`src/rtl/risc_pkg.sv`:
```
// Shared shifter request type and shift-direction/mode encodings.
// The helper maps an issued request onto the command the shifter actually sees.
package risc_pkg;

  localparam int RISC_DATA_W  = 32;
  localparam int RISC_SHAMT_W = 5;

  localparam logic SHIFT_LEFT    = 1'b1;
  localparam logic SHIFT_RIGHT   = 1'b0;
  localparam logic SHIFT_LOGICAL = 1'b1;
  localparam logic SHIFT_ARITH   = 1'b0;

  typedef struct packed {
    logic [RISC_DATA_W-1:0]  data;
    logic [RISC_SHAMT_W-1:0] shamt;
    logic                    left;
    logic                    logical;
  } shift_req_t;

  // A left shift has no arithmetic form, so it is always issued as logical-left.
  function automatic shift_req_t shifter_cmd(input shift_req_t req);
    shift_req_t cmd;
    cmd = req;
    if (req.left == SHIFT_LEFT) begin
      cmd.logical = SHIFT_LOGICAL;
    end
    return cmd;
  endfunction

endpackage

```
`src/rtl/shift_arbiter_shifter.sv`:
```
// Purely combinational barrel shifter: left, logical-right or arithmetic-right.
// Zero latency; no flow control of its own.
module shift_arbiter_shifter #(
  parameter int DATA_W  = 32,
  parameter int SHAMT_W = 5
) (
  input  logic [DATA_W-1:0]  data,
  input  logic [SHAMT_W-1:0] shamt,
  input  logic               left,
  input  logic               logical,
  output logic [DATA_W-1:0]  result
);

  always_comb begin
    result = data;
    if (left) begin
      result = data << shamt;
    end else if (logical) begin
      result = data >> shamt;
    end else begin
      result = DATA_W'($signed(data) >>> shamt);
    end
  end

endmodule

```
`src/rtl/shift_arbiter.sv`:
```
// Round-robin share of one shifter between two requesters, single registered response stage.
// One cycle from handshake to rsp_valid; a stalled response blocks all grants until consumed.
module shift_arbiter
  import risc_pkg::*;
#(
  parameter int DATA_W  = RISC_DATA_W,
  parameter int SHAMT_W = RISC_SHAMT_W,
  parameter int CNT_W   = 16
) (
  input  logic               clk,
  input  logic               rst_n,
  input  logic               req0_valid,
  output logic               req0_ready,
  input  logic [DATA_W-1:0]  req0_data,
  input  logic [SHAMT_W-1:0] req0_shamt,
  input  logic               req0_left,
  input  logic               req0_logical,
  input  logic               req1_valid,
  output logic               req1_ready,
  input  logic [DATA_W-1:0]  req1_data,
  input  logic [SHAMT_W-1:0] req1_shamt,
  input  logic               req1_left,
  input  logic               req1_logical,
  output logic               rsp_valid,
  input  logic               rsp_ready,
  output logic [DATA_W-1:0]  rsp_data,
  output logic               rsp_id,
  output logic [CNT_W-1:0]   ops_done
);

  localparam logic [0:0] ST_EMPTY = 1'b0;
  localparam logic [0:0] ST_FULL  = 1'b1;

  logic [0:0]        state_q, state_d;
  logic [DATA_W-1:0] rsp_data_q, rsp_data_d;
  logic              rsp_id_q, rsp_id_d;
  logic              rr_ptr_q, rr_ptr_d;
  logic [CNT_W-1:0]  ops_done_q, ops_done_d;

  logic              can_accept;
  logic              gnt_vld;
  logic              gnt_id;
  logic              consume;
  shift_req_t        req0_op, req1_op, sel_op, shf_op;
  logic [DATA_W-1:0] shf_result;

  assign consume    = (state_q == ST_FULL) && rsp_ready;
  assign can_accept = (state_q == ST_EMPTY) || consume;

  // Contention goes to the rr_ptr side; otherwise whichever side is valid.
  assign gnt_vld = rst_n && can_accept && (req0_valid || req1_valid);
  assign gnt_id  = (req0_valid && req1_valid) ? rr_ptr_q : req1_valid;

  assign req0_ready = gnt_vld && !gnt_id;
  assign req1_ready = gnt_vld &&  gnt_id;

  assign req0_op = '{data: req0_data, shamt: req0_shamt, left: req0_left, logical: req0_logical};
  assign req1_op = '{data: req1_data, shamt: req1_shamt, left: req1_left, logical: req1_logical};
  assign sel_op  = gnt_id ? req1_op : req0_op;
  assign shf_op  = shifter_cmd(sel_op);

  shift_arbiter_shifter #(
    .DATA_W  (DATA_W),
    .SHAMT_W (SHAMT_W)
  ) u_shifter (
    .data    (shf_op.data),
    .shamt   (shf_op.shamt),
    .left    (shf_op.left),
    .logical (shf_op.logical),
    .result  (shf_result)
  );

  always_comb begin
    state_d    = state_q;
    rsp_data_d = rsp_data_q;
    rsp_id_d   = rsp_id_q;
    rr_ptr_d   = rr_ptr_q;
    ops_done_d = ops_done_q;
    if (consume) begin
      ops_done_d = ops_done_q + CNT_W'(1);
      state_d    = ST_EMPTY;
    end
    if (gnt_vld) begin
      state_d    = ST_FULL;
      rsp_data_d = shf_result;
      rsp_id_d   = gnt_id;
      rr_ptr_d   = ~gnt_id;
    end
  end

  always_ff @(posedge clk or negedge rst_n) begin
    if (!rst_n) begin
      state_q    <= ST_EMPTY;
      rsp_data_q <= '0;
      rsp_id_q   <= 1'b0;
      rr_ptr_q   <= 1'b0;
      ops_done_q <= '0;
    end else begin
      state_q    <= state_d;
      rsp_data_q <= rsp_data_d;
      rsp_id_q   <= rsp_id_d;
      rr_ptr_q   <= rr_ptr_d;
      ops_done_q <= ops_done_d;
    end
  end

  assign rsp_valid = (state_q == ST_FULL);
  assign rsp_data  = rsp_data_q;
  assign rsp_id    = rsp_id_q;
  assign ops_done  = ops_done_q;

endmodule

```
`config.mk`:
```
export PLATFORM = sky130hd
export DESIGN_NAME = shift_arbiter
export DESIGN_NICKNAME = d
export VERILOG_FILES = /design/src/rtl/risc_pkg.sv /design/src/rtl/shift_arbiter_shifter.sv /design/src/rtl/shift_arbiter.sv
export SDC_FILE = /design/constraint.sdc
export NUM_CORES = 1
export LEC_CHECK = 0
export BUFFER_PORTS_ARGS = -buffer_cell sky130_fd_sc_hd__buf_2
export CORE_UTILIZATION = 50
export CTS_BUF_LIST = sky130_fd_sc_hd__clkbuf_8
export DETAILED_ROUTE_END_ITERATION = 8
export PLACE_DENSITY = 0.79
export SLEW_MARGIN = 20
export SYNTH_ARGS = -nofsm -noshare
export SYNTH_HDL_FRONTEND = slang
export SYNTH_HIERARCHICAL = 1
export SYNTH_SLANG_ARGS = --single-unit
```
`constraint.sdc`:
```
create_clock -name clk -period 5.2 [get_ports clk]
set_clock_uncertainty 0.2 [all_clocks]
set_input_delay 1.04 -clock clk [delete_from_list [all_inputs] [get_ports clk]]
set_output_delay 1.04 -clock clk [all_outputs]
set_load 0.1 [all_outputs]
```
**Word-level counts from Yosys, hierarchy flattened**

Cells that the tools add are included.

- Bits in read-only memories: 0
- Latch bits: 0
- Input port bits: 83
- Bits in registers: 51
- Word-level logic and storage cells: 28
- Memories: 0
- Memory bits (writable): 0
- Output and inout port bits: 52

- $mul: 0
- $add $sub $neg: 1
- Reduce and logical (&&, ||, !) cells: 10
- $lt $le $gt $ge: 0
- Eq/ne operators: 0
- Multiplexer cells: 7
- Shift operators: 3
- Divide/modulo/power cells: 0
- Bitwise operators: 2

Operators with widths:

| cell | count |
|---|---|
| 2-to-1 mux 32 bit | 2 |
| 2-to-1 mux 39 bit | 1 |
| << shifter 32 x 5 -> 32 bit | 1 |
| >> shifter 32 x 5 -> 32 bit | 1 |
| >>> shifter 32 x 5 -> 32 bit | 1 |
| adder 16 x 1 -> 16 bit, second input constant | 1 |
| logical AND 1 bit | 6 |
| 2-to-1 mux 1 bit | 4 |
| logical OR 1 bit | 2 |
| inverter 1 bit | 2 |
| nonzero test 2 bit | 1 |
| zero test 1 bit | 1 |

**Longest topological paths before layout**

Gate-level depths: netlist of the first run.

- Word-level depth: 6
- Mapped depth: 14

**Cells and area by module**

The synthesis of the first run kept the hierarchy.

Modules (own cells, without submodules):

| module | times used | cells each | area each (um^2) |
|---|---|---|---|
| shift_arbiter_shifter | 1 | 532 | 4292.9 |
| shift_arbiter | 1 | 189 | 2587.5 |

**Least setup slack after synthesis of the first run**

No wires, ideal clock.

- Path kind: input to register
- From: in req0_valid
- To: reg rsp_data_q[3], in the netlist rsp_data[3]
- Required time: 4872 ps
- Setup time: 128 ps
- Path buffers: 2
- Setup slack: 1319 ps
- Cell stages on the path: 11
- Data arrival time: 3553 ps
- Cell sequence: inv_1 o21ai_2 buf_2 mux2_2 buf_6 mux4_1 mux2_2 a32o_1 nor3b_2 o221ai_1 mux2_1

RTL lines:

| what | RTL line | source |
|---|---|---|
| start, declared | shift_arbiter.sv:12 | `input logic req0_valid,` |
| end signal, assigned | shift_arbiter.sv:100 | `rsp_data_q <= rsp_data_d;` |
| end, declared | shift_arbiter.sv:35 | `logic [DATA_W-1:0] rsp_data_q, rsp_data_d;` |

==> impl_metrics.csv, run 1 <==
group,metric,value,unit
outcome,status,"completed",
yosys,synth_cell_type_count,77,
placed_design,postPlaceCellArea,7670,sq um
die,core_area,13300,sq um
setup_path,crit_fanout,45,
sta,slew_headroom,41.9,%
cells_and_area,fillerInstances,1194,
routing,totalWireLength,24400,um
cts,cts.repair_timing.setup_buffer_count,0,
setup_path,reg2regPathDepth,9,
routing,wl_per_cell,24.1,um
routing,detail_route.vias_per_cell,6.71,
cts,hold_buffers,0,
die,die-width,119,um
cts,cts.repair.resized,0,
yosys,synth_enable_flop_cells,0,
sta,hold_viol,0,
sta,drv_slew,0,
placed_design,post-place-cells,1005,
setup_path,worstPathArrival,4320,ps
sta,rsz0062_at_grt,"false",
setup_path,worst_path_max_delay_cell,"mux2_4",
setup_path,cp.depth,11,
run,cap_violations,0,
setup_path,critPathLaunchType,"primary input",
placed_design,finalWeightedCongestion,1.03,
die,dieHeight,119,um
yosys,dominantRegCellSynth,"dfrtp_1",
routing,drtPass1Iterations,8,
power_and_ir_drop,vdd_ir_drop_max,0.319,mV
yosys,ys_ff_latch,51,
yosys,cell_types_with_the_highest_counts_after_synthesis,"78 x mux2_2, 70 x nand2_1, 58 x nor2_1, 55 x mux2i_1, 51 x dfrtp_1",
global_routing,grt_overflow_total,0,
placed_design,port_buffers,134,
hold_path,whs_path_depth,1,
yosys,synth.net_count,805,
yosys,yosysWarningCount,6,
cells_and_area,finished_cell_area,7750,sq um
yosys,cell_types_occupying_the_most_area_after_synthesis,"dfrtp_1 19%, mux2_2 13%, mux4_2 9.5%",
cts,cts_tree,"done",
yosys,synth_top_cell_by_area,"dfrtp_1",
die,rows,42,
cells_and_area,areaGrowthSynthToFinish,12.7,%
sta,final.setup.tns,0,ps
cells_and_area,final_cell_count_no_fill,1012,
sta,tightestPinTransition,869,ps
sta,fin_ws,867,ps
sta,fmax,0.231,GHz
global_routing,grt_pass1_wl,37700,um
routing,remaining_drc_errors,0,
global_routing,grt.total_usage,34.4,%
cts,cts_buffer_depth,2,
yosys,synth.cell_area,6880,sq um
power_and_ir_drop,power_density,379,nW/um^2
setup_path,critical_path.cell_chain,"buf_2 -> inv_1 -> o21ai_4 -> mux2_4 -> buf_4 -> mux4_1 -> mux2i_1 -> o22ai_1 -> nor3_1 -> o221ai_1 -> mux2_1",
routing,dr.first_iter.drc_count,1010,
cts,clock-sinks,51,
sta,total_setup_violations_reported_at_the_end_of_the_flow,0,
setup_path,end_kind,"flop",
setup_path,timing.critical_path.required,5190,ps
cts,cts-root-buf,"clkbuf_8",
setup_path,crit_buf_inv,3,
cells_and_area,antenna-diode-count,0,
global_routing,maximum_number_of_pins_on_one_net_before_global_route_repair,52,
power_and_ir_drop,power.total,0.00294,W
setup_path,critPathMaxStageDelay,700,ps
routing,detail-route-antenna-nets,0,
power_and_ir_drop,total_leakage_power,3.40,nW
yosys,yosys.cell_count.top_type,"mux2_2",
setup_path,worst-setup-path-type,"primary input to flop",
sta,time_the_final_worst_path_needs_with_i_o_delays_and_setup,4330,ps
hold_path,type_of_the_tightest_min_delay_check,"flop to flop",
cells_and_area,final_layout_size_suffix_gt1_share,37.8,%
placed_design,post-dp-hpwl,18900,um
global_routing,first_global_vias,6505,
cells_and_area,layout.nets,920,
setup_path,cpLargestDelayFamily,"multiplexers",
cts,clk_pin_slew_worst_paths,100,ps
sta,timing.final.crit_share,83.3,%
die,floorplan.initialDensity,51.5,%
yosys,postSynth.asyncResetShare,100,%
cts,cts_made_buffers,5,
cts,clk_latency,300,ps
yosys,synth-seq-area-share,18.5,%
yosys,yosysTopAreaCellShare,18.5,%
placed_design,place_ws,601,ps
routing,via_count,6787,
yosys,syn-instance-count,721,
cts,count_of_h_tree_levels_built_during_cts,2,
die,ioPinCount,135,
yosys,syn_avg_cell_area,9.54,sq um
die,dieArea,14200,sq um
global_routing,antenna_found_initial,0,
## layer usage
metal	track usage, %	routed length, um	vias up
li1	-	-	3017
met1	46.8	9740	3196
met2	54.0	10900	486
met3	6.61	2690	88
met4	12.8	1050	0
met5	0	0	-
## worst register-to-register path, cell delays in order (launching register included)
cell	delay, ps
dfrtp_1	420
o21ai_4	390
mux2_4	700
buf_4	310
mux4_1	580
mux2i_1	430
o22ai_1	150
nor3_1	180
o221ai_1	130
mux2_1	300
## state kept, by name (all words and copies together), names as in the netlist
name / flops
rsp_data: 32
ops_done: 16
rr_ptr_q: 1
rsp_id: 1
rsp_valid: 1
## kinds of logic after synthesis
logic type      Yosys count  synth area share, %
mux                     205                 41.9
simple gates            204                 13.8
compound gates          172                 17.1
buf+inv                  73                 6.56
flops                    51                 18.5
xor+xnor                 15                 1.91
fa+ha+maj                 1                0.182
## path summary, 6_finish.rpt
path                                     startpoint                  endpoint  slack, ps
hold reg to reg            ops_done[15]$_DFFE_PN0P_  ops_done[15]$_DFFE_PN0P_        280
setup / recovery                         req0_valid   rsp_data[2]$_DFFE_PN0P_        870
max in group asynchronous                     rst_n   ops_done[3]$_DFFE_PN0P_       3640
hold / removal             ops_done[15]$_DFFE_PN0P_  ops_done[15]$_DFFE_PN0P_        280
setup reg to reg               rr_ptr_q$_DFFE_PN0P_   rsp_data[2]$_DFFE_PN0P_       1300
min in group asynchronous                     rst_n  rsp_data[23]$_DFFE_PN0P_        710
## final cells by class
cell class	count	area [sq um]	share of cell area, %
repair buffers	169	963	12.4
clock inverters	2	13.8	0.178
well taps	176	220	2.84
inverters	12	45.0	0.581
flip-flops and latches	51	1280	16.5
multi-input cells	597	5160	66.6
clock buffers	5	68.8	0.888
## report_power, final
part	switching [W]	internal, W	total (W)
combinational	0.00153	0.000598	0.00213
clock	0.000133	0.0000925	0.000226
sequential	0.0000831	0.000506	0.000589
total	0.00174	0.00120	0.00294
## through the flow
stage	hold WS [ps]	utilization [%]
floorplan	290	-
global placement	257	57.5
detailed placement	267	57.5
CTS	281	58.1
global route	310	58.1
finish	278	58.1
## layout by cell type, fill, tap and decap left out, drive strengths merged, types with 4 or more instances in the layout
cell / instances
and2: 8
xor2: 6
dfrtp: 51
a22oi: 8
mux2i: 55
mux4: 45
nand2: 70
clkinv: 5
nor2b: 5
nand3: 20
a21oi: 37
a21o: 4
a31oi: 7
o22ai: 12
o211ai: 27
nand4: 6
xnor2: 9
o31ai: 4
nor3: 15
o221ai: 4
inv: 9
mux2: 105
nor2: 58
o21ai: 31
clkbuf: 5
nand2b: 5
buf: 169
a211oi: 6
No activity file was read; power rests on OpenSTA's default activity.
==> run 2: changes to the inputs <==
--- a/config.mk
+++ b/config.mk
@@ -9,7 +9,7 @@
 export CORE_UTILIZATION = 50
 export CTS_BUF_LIST = sky130_fd_sc_hd__clkbuf_8
 export DETAILED_ROUTE_END_ITERATION = 8
-export PLACE_DENSITY = 0.79
+export PLACE_DENSITY = 0.82
 export SLEW_MARGIN = 20
 export SYNTH_ARGS = -nofsm -noshare
 export SYNTH_HDL_FRONTEND = slang
==> constraint.sdc (replaced) <==
create_clock -name clk -period 3.6 [get_ports clk]
set_clock_uncertainty 0.2 [all_clocks]
set_input_delay 0.72 -clock clk [delete_from_list [all_inputs] [get_ports clk]]
set_output_delay 0.72 -clock clk [all_outputs]
set_load 0.1 [all_outputs]
==> run 2 against run 1 <==
  * Power is 57% higher
  * Via count increased by 8.6%
  * Sequential power increased by 45%
  * Worst setup slack worse by 750 ps
  * Cell area increased by 15%
  * Sequential cell count stayed put
  * Critical path depth up 2
  * Final cell count grew 13%
  * Routed wire length grew 7.2%
  * Die area is the same
  * Hold slack better by 32 ps
  * Critical path type unchanged
  * Highest routed layer is now met5
==> impl_metrics.csv, run 2 (synthesis gave the netlist of run 1 again) <==
group,metric,value,unit
outcome,status,"completed",
cts,cts-root-buf,"clkbuf_8",
routing,dr.first_iter.drc_count,881,
cts,cts.repair.resized,0,
cells_and_area,mostFrequentLayoutCell,"buf_4",
routing,totalWireLength,26200,um
placed_design,port_buffers,134,
power_and_ir_drop,power.total,0.00461,W
cts,count_of_h_tree_levels_built_during_cts,2,
cells_and_area,layout.nets,1053,
die,dieHeight,119,um
sta,fin_ws,119,ps
global_routing,grt_pass1_wl,40200,um
cts,cts_buffer_depth,2,
setup_path,worst-setup-path-type,"primary input to flop",
sta,total_setup_violations_reported_at_the_end_of_the_flow,0,
cts,clk_pin_slew_worst_paths,110,ps
run,cap_violations,0,
routing,detail-route-antenna-nets,0,
cts,clk_latency,310,ps
sta,timing.final.crit_share,96.7,%
cts,clock-sinks,51,
sta,rsz0062_at_grt,"false",
cells_and_area,largest_register_ff_count,32,
cts,hold_buffers,0,
sta,tightestPinTransition,988,ps
cts,cts_tree,"done",
setup_path,end_kind,"flop",
setup_path,timing.critical_path.required,3600,ps
global_routing,first_global_vias,7071,
routing,drtPass1Iterations,5,
global_routing,grt.total_usage,37.0,%
sta,time_the_final_worst_path_needs_with_i_o_delays_and_setup,3480,ps
power_and_ir_drop,vdd_ir_drop_max,0.396,mV
sta,hold_viol,0,
cells_and_area,antenna-diode-count,0,
die,rows,42,
routing,wl_per_cell,22.8,um
global_routing,grt_overflow_total,0,
cells_and_area,layout.core_utilization,66.9,%
cells_and_area,mostFrequentLayoutCells,"155 x buf_4, 132 x buf_2, 77 x mux2_2",
sta,drv_slew,0,
cts,cts_made_buffers,5,
die,dieArea,14200,sq um
cts,cts.repair_timing.setup_buffer_count,0,
setup_path,crit_fanout,17,
die,floorplan.initialDensity,51.5,%
global_routing,maximum_number_of_pins_on_one_net_before_global_route_repair,52,
global_routing,antenna_found_initial,1,
power_and_ir_drop,power_density,517,nW/um^2
sta,fmax,0.287,GHz
hold_path,type_of_the_tightest_min_delay_check,"flop to flop",
die,ioPinCount,135,
placed_design,post-dp-hpwl,21400,um
power_and_ir_drop,total_leakage_power,4.11,nW
die,die-width,119,um
die,core_area,13300,sq um
cells_and_area,fillerInstances,1077,
routing,via_count,7373,
placed_design,finalWeightedCongestion,1.08,
placed_design,place_ws,-169,ps
routing,remaining_drc_errors,0,
cells_and_area,final_layout_size_suffix_gt1_share,46.4,%
setup_path,worstPathArrival,3480,ps
cells_and_area,areaGrowthSynthToFinish,29.7,%
setup_path,critPathLaunchType,"primary input",
routing,detail_route.vias_per_cell,6.43,
sta,slew_headroom,34.0,%
[run 2: power by group]
| part | total (W) | leakage (nW) | switching, W | internal (W) |
|---|---|---|---|---|
| clock network | 0.000370 | 0.0491 | 0.000226 | 0.000144 |
| registers | 0.000852 | 0.652 | 0.000121 | 0.000730 |
| logic | 0.00339 | 3.41 | 0.00228 | 0.00111 |
[run 2: per-stage QoR]
step           TNS, ps  std cells  area [sq um]  hold WS [ps]
3_3_place_gp     -1500       1138          8830           256
3_5_place_dp     -2890       1138          8830           288
5_1_grt              0       1146          8920           330
2_1_floorplan        0        721          6880           224
4_1_cts              0       1146          8920           310
6_report             0       1146          8920           310
[run 2: cell type report]
type / count / area, sq um / share of cell area (%)
clock buffer: 5 / 68.8 / 0.771
tap: 176 / 220 / 2.47
inverter: 12 / 45.0 / 0.505
timing repair buffer: 302 / 2120 / 23.8
multi-input combinational: 597 / 5160 / 57.9
sequential: 51 / 1280 / 14.3
clock inverter: 3 / 26.3 / 0.294
[run 2: layer usage]
metal	global-route usage (%)	routed length (um)	up-vias
met3	5.84	2240	83
li1	-	-	3299
met5	0	13	-
met1	47.9	10500	3520
met2	60.2	12100	469
met4	17.7	1380	2
[run 2: final timing paths]
kind                                          startpoint                  endpoint  slack (ps)  cells after the start
worst min register to register  ops_done[12]$_DFFE_PN0P_  ops_done[12]$_DFFE_PN0P_         310                      1
worst min-delay path            ops_done[12]$_DFFE_PN0P_  ops_done[12]$_DFFE_PN0P_         310                      1
worst max-delay path                          req0_valid  rsp_data[29]$_DFFE_PN0P_         120                     13
max in group asynchronous                          rst_n   rsp_data[2]$_DFFE_PN0P_        2410                      2
min in group asynchronous                          rst_n  ops_done[11]$_DFFE_PN0P_         360                      2
worst max register to register      rr_ptr_q$_DFFE_PN0P_  rsp_data[29]$_DFFE_PN0P_         200                     11
[run 2: critical path, cell delays in order]
cell and delay [ps]:
buf_2 90, inv_1 60, o21ai_4 150, buf_12 170, mux2_4 430, buf_4 200, buf_4 140, mux2_2 290
mux2i_1 280, mux2i_1 220, a22oi_1 270, o211ai_1 160, mux2_4 270
==> run 3: changes to the inputs <==
--- a/config.mk
+++ b/config.mk
@@ -10,6 +10,7 @@
 export CTS_BUF_LIST = sky130_fd_sc_hd__clkbuf_8
 export DETAILED_ROUTE_END_ITERATION = 8
 export PLACE_DENSITY = 0.82
+export SETUP_SLACK_MARGIN = 0.3
 export SLEW_MARGIN = 20
 export SYNTH_ARGS = -nofsm -noshare
 export SYNTH_HDL_FRONTEND = slang
==> run 3 against run 2 <==
  * Clock power rose by 18%
  * Critical path depth grew 1
  * First-iteration DRC count rose by 21%
  * Final cell count up 3.5%
  * Sequential cell count unchanged
  * Sequential power up 1%
  * Critical path type unchanged
==> impl_metrics.csv, run 3 (synthesis gave the netlist of run 1 again) <==
group,metric,value,unit
setup_path,worst-setup-path-type,"primary input to flop",
die,rows,42,
die,die-width,119,um
setup_path,timing.critical_path.required,3600,ps
placed_design,finalWeightedCongestion,1.06,
cts,cts_made_buffers,5,
cts,cts_tree,"done",
cells_and_area,mostFrequentLayoutCell,"buf_4",
setup_path,critPathMaxStageDelay,550,ps
cts,clk_latency,330,ps
routing,via_count,8022,
setup_path,critical_path.cell_chain,"buf_12 -> inv_12 -> o21ai_4 -> buf_12 -> buf_12 -> buf_12 -> buf_6 -> mux2_4 -> mux4_2 -> mux2_4 -> o2bb2ai_2 -> nand2_1 -> o211ai_1 -> mux2_4",
die,dieHeight,119,um
cells_and_area,layout.core_utilization,74.1,%
power_and_ir_drop,power_density,517,nW/um^2
setup_path,crit_buf_inv,6,
cells_and_area,final_layout_size_suffix_gt1_share,57.8,%
cts,cts_buffer_depth,2,
cells_and_area,layout.area.seq,1280,sq um
die,dieArea,14200,sq um
routing,detail_route.vias_per_cell,6.76,
outcome,status,"completed",
sta,hold_viol,0,
cells_and_area,layout.nets,1093,
sta,tightestPinTransition,684,ps
setup_path,end_kind,"flop",
global_routing,grt_overflow_total,0,
power_and_ir_drop,power.total,0.00511,W
global_routing,maximum_number_of_pins_on_one_net_before_global_route_repair,52,
global_routing,grt_pass1_wl,44600,um
cells_and_area,fillerInstances,933,
sta,timing.final.crit_share,95.7,%
cells_and_area,finished_cell_area,9890,sq um
cells_and_area,mostFrequentLayoutCells,"175 x buf_4, 131 x buf_2, 67 x mux2_4, 67 x nand2_1, 51 x dfrtp_1",
sta,slew_headroom,54.0,%
setup_path,crit_fanout,8,
routing,detail-route-antenna-nets,0,
setup_path,worstPathArrival,3450,ps
cells_and_area,multi_input_comb_area,5720,sq um
sta,final.setup.tns,0,ps
cts,cts-root-buf,"clkbuf_8",
setup_path,cpLargestDelayFamily,"multiplexers",
run,cap_violations,0,
routing,drtPass1Iterations,6,
cts,clock-sinks,51,
die,floorplan.initialDensity,51.5,%
cells_and_area,areaGrowthSynthToFinish,43.7,%
routing,totalWireLength,30700,um
placed_design,post-dp-hpwl,22500,um
setup_path,worst_path_max_delay_cell,"mux4_2",
cells_and_area,antenna-diode-count,0,
sta,fmax,0.290,GHz
setup_path,critPathLaunchType,"primary input",
routing,wl_per_cell,25.9,um
power_and_ir_drop,vdd_ir_drop_max,0.429,mV
hold_path,type_of_the_tightest_min_delay_check,"flop to flop",
routing,remaining_drc_errors,0,
global_routing,grt.total_usage,41.6,%
routing,dr.first_iter.drc_count,1063,
cells_and_area,largest_register_ff_count,32,
sta,rsz0062_at_grt,"true",
placed_design,postPlaceCellArea,8920,sq um
cts,count_of_h_tree_levels_built_during_cts,2,
die,ioPinCount,135,
cts,clk_pin_slew_worst_paths,100,ps
global_routing,first_global_vias,7691,
placed_design,port_buffers,134,
sta,time_the_final_worst_path_needs_with_i_o_delays_and_setup,3440,ps
global_routing,antenna_found_initial,0,
die,core_area,13300,sq um
sta,total_setup_violations_reported_at_the_end_of_the_flow,0,
sta,drv_slew,0,
setup_path,critical-path-top-cell-by-count,"buf_12",
power_and_ir_drop,total_leakage_power,4.54,nW
-- run 3: cell types whose count changed in the layout (fill, tap and decap cells not counted), moves of 9 or more --
cell     delta
mux4_2     +14
mux2_2     -38
nor2_1     -11
a21oi_2     +9
mux2_4     +46
buf_6      +17
mux2i_1     -9
a21oi_1    -10
mux4_1     -14
o21ai_0    -13
buf_4      +20
-- run 3: layout make-up --
cell class	count	area share, %
clock buffers	5	0.696
clock inverters	3	0.468
inverters	12	0.645
multi-input cells	600	57.8
flip-flops and latches	51	12.9
well taps	176	2.23
repair buffers	339	25.2
-- run 3: path summary, 6_finish.rpt --
kind | start | end | slack (ps) | cells past startpoint
min in group asynchronous | rst_n | rsp_data[0]$_DFFE_PN0P_ | 380 | 2
worst max register to register | rr_ptr_q$_DFFE_PN0P_ | rsp_data[27]$_DFFE_PN0P_ | 240 | 12
worst max-delay path | req0_valid | rsp_data[27]$_DFFE_PN0P_ | 160 | 14
worst min register to register | ops_done[15]$_DFFE_PN0P_ | ops_done[15]$_DFFE_PN0P_ | 280 | 1
max in group asynchronous | rst_n | rsp_data[7]$_DFFE_PN0P_ | 2330 | 2
worst min-delay path | ops_done[15]$_DFFE_PN0P_ | ops_done[15]$_DFFE_PN0P_ | 280 | 1
-- run 3: layer usage --
| layer | up-vias | GRT usage, % | part of all wire [%] |
|---|---|---|---|
| met5 | - | 0 | 0 |
| met1 | 3815 | 52.7 | 38 |
| li1 | 3359 | - | - |
| met4 | 0 | 23.3 | 6.8 |
| met2 | 687 | 66.4 | 45 |
| met3 | 161 | 8.29 | 11 |
-- run 3: metrics by stage --
step / std cells / hold slack (ps) / worst slack, ps
6_report: 1186 / 278 / 156
3_3_place_gp: 1155 / 257 / -229
4_1_cts: 1180 / 279 / 266
3_5_place_dp: 1155 / 264 / -268
2_1_floorplan: 721 / 224 / 156
5_1_grt: 1186 / 289 / 116
-- run 3: what timing repair did --
action,4_1_cts,5_1_grt
gates resized for setup,75,91
setup endpoints to repair,32,32
pin swaps,19,33
hold endpoints to repair,0,0
cloned,4,2
setup buffers,13,4
hold buffers,0,0
-- run 3: where the power goes --
part,switching [W],internal (W)
registers,0.000132,0.000730
clock network,0.000227,0.000210
logic,0.00248,0.00133
-- run 3: worst reg2reg max path: stages, from the launching register on --
cell and delay (ps):
dfrtp_1 430, o21ai_4 260, buf_12 190, buf_12 140
buf_12 130, buf_6 110, mux2_4 330, mux4_2 550
mux2_4 340, o2bb2ai_2 140, nand2_1 50, o211ai_1 100
mux2_4 270
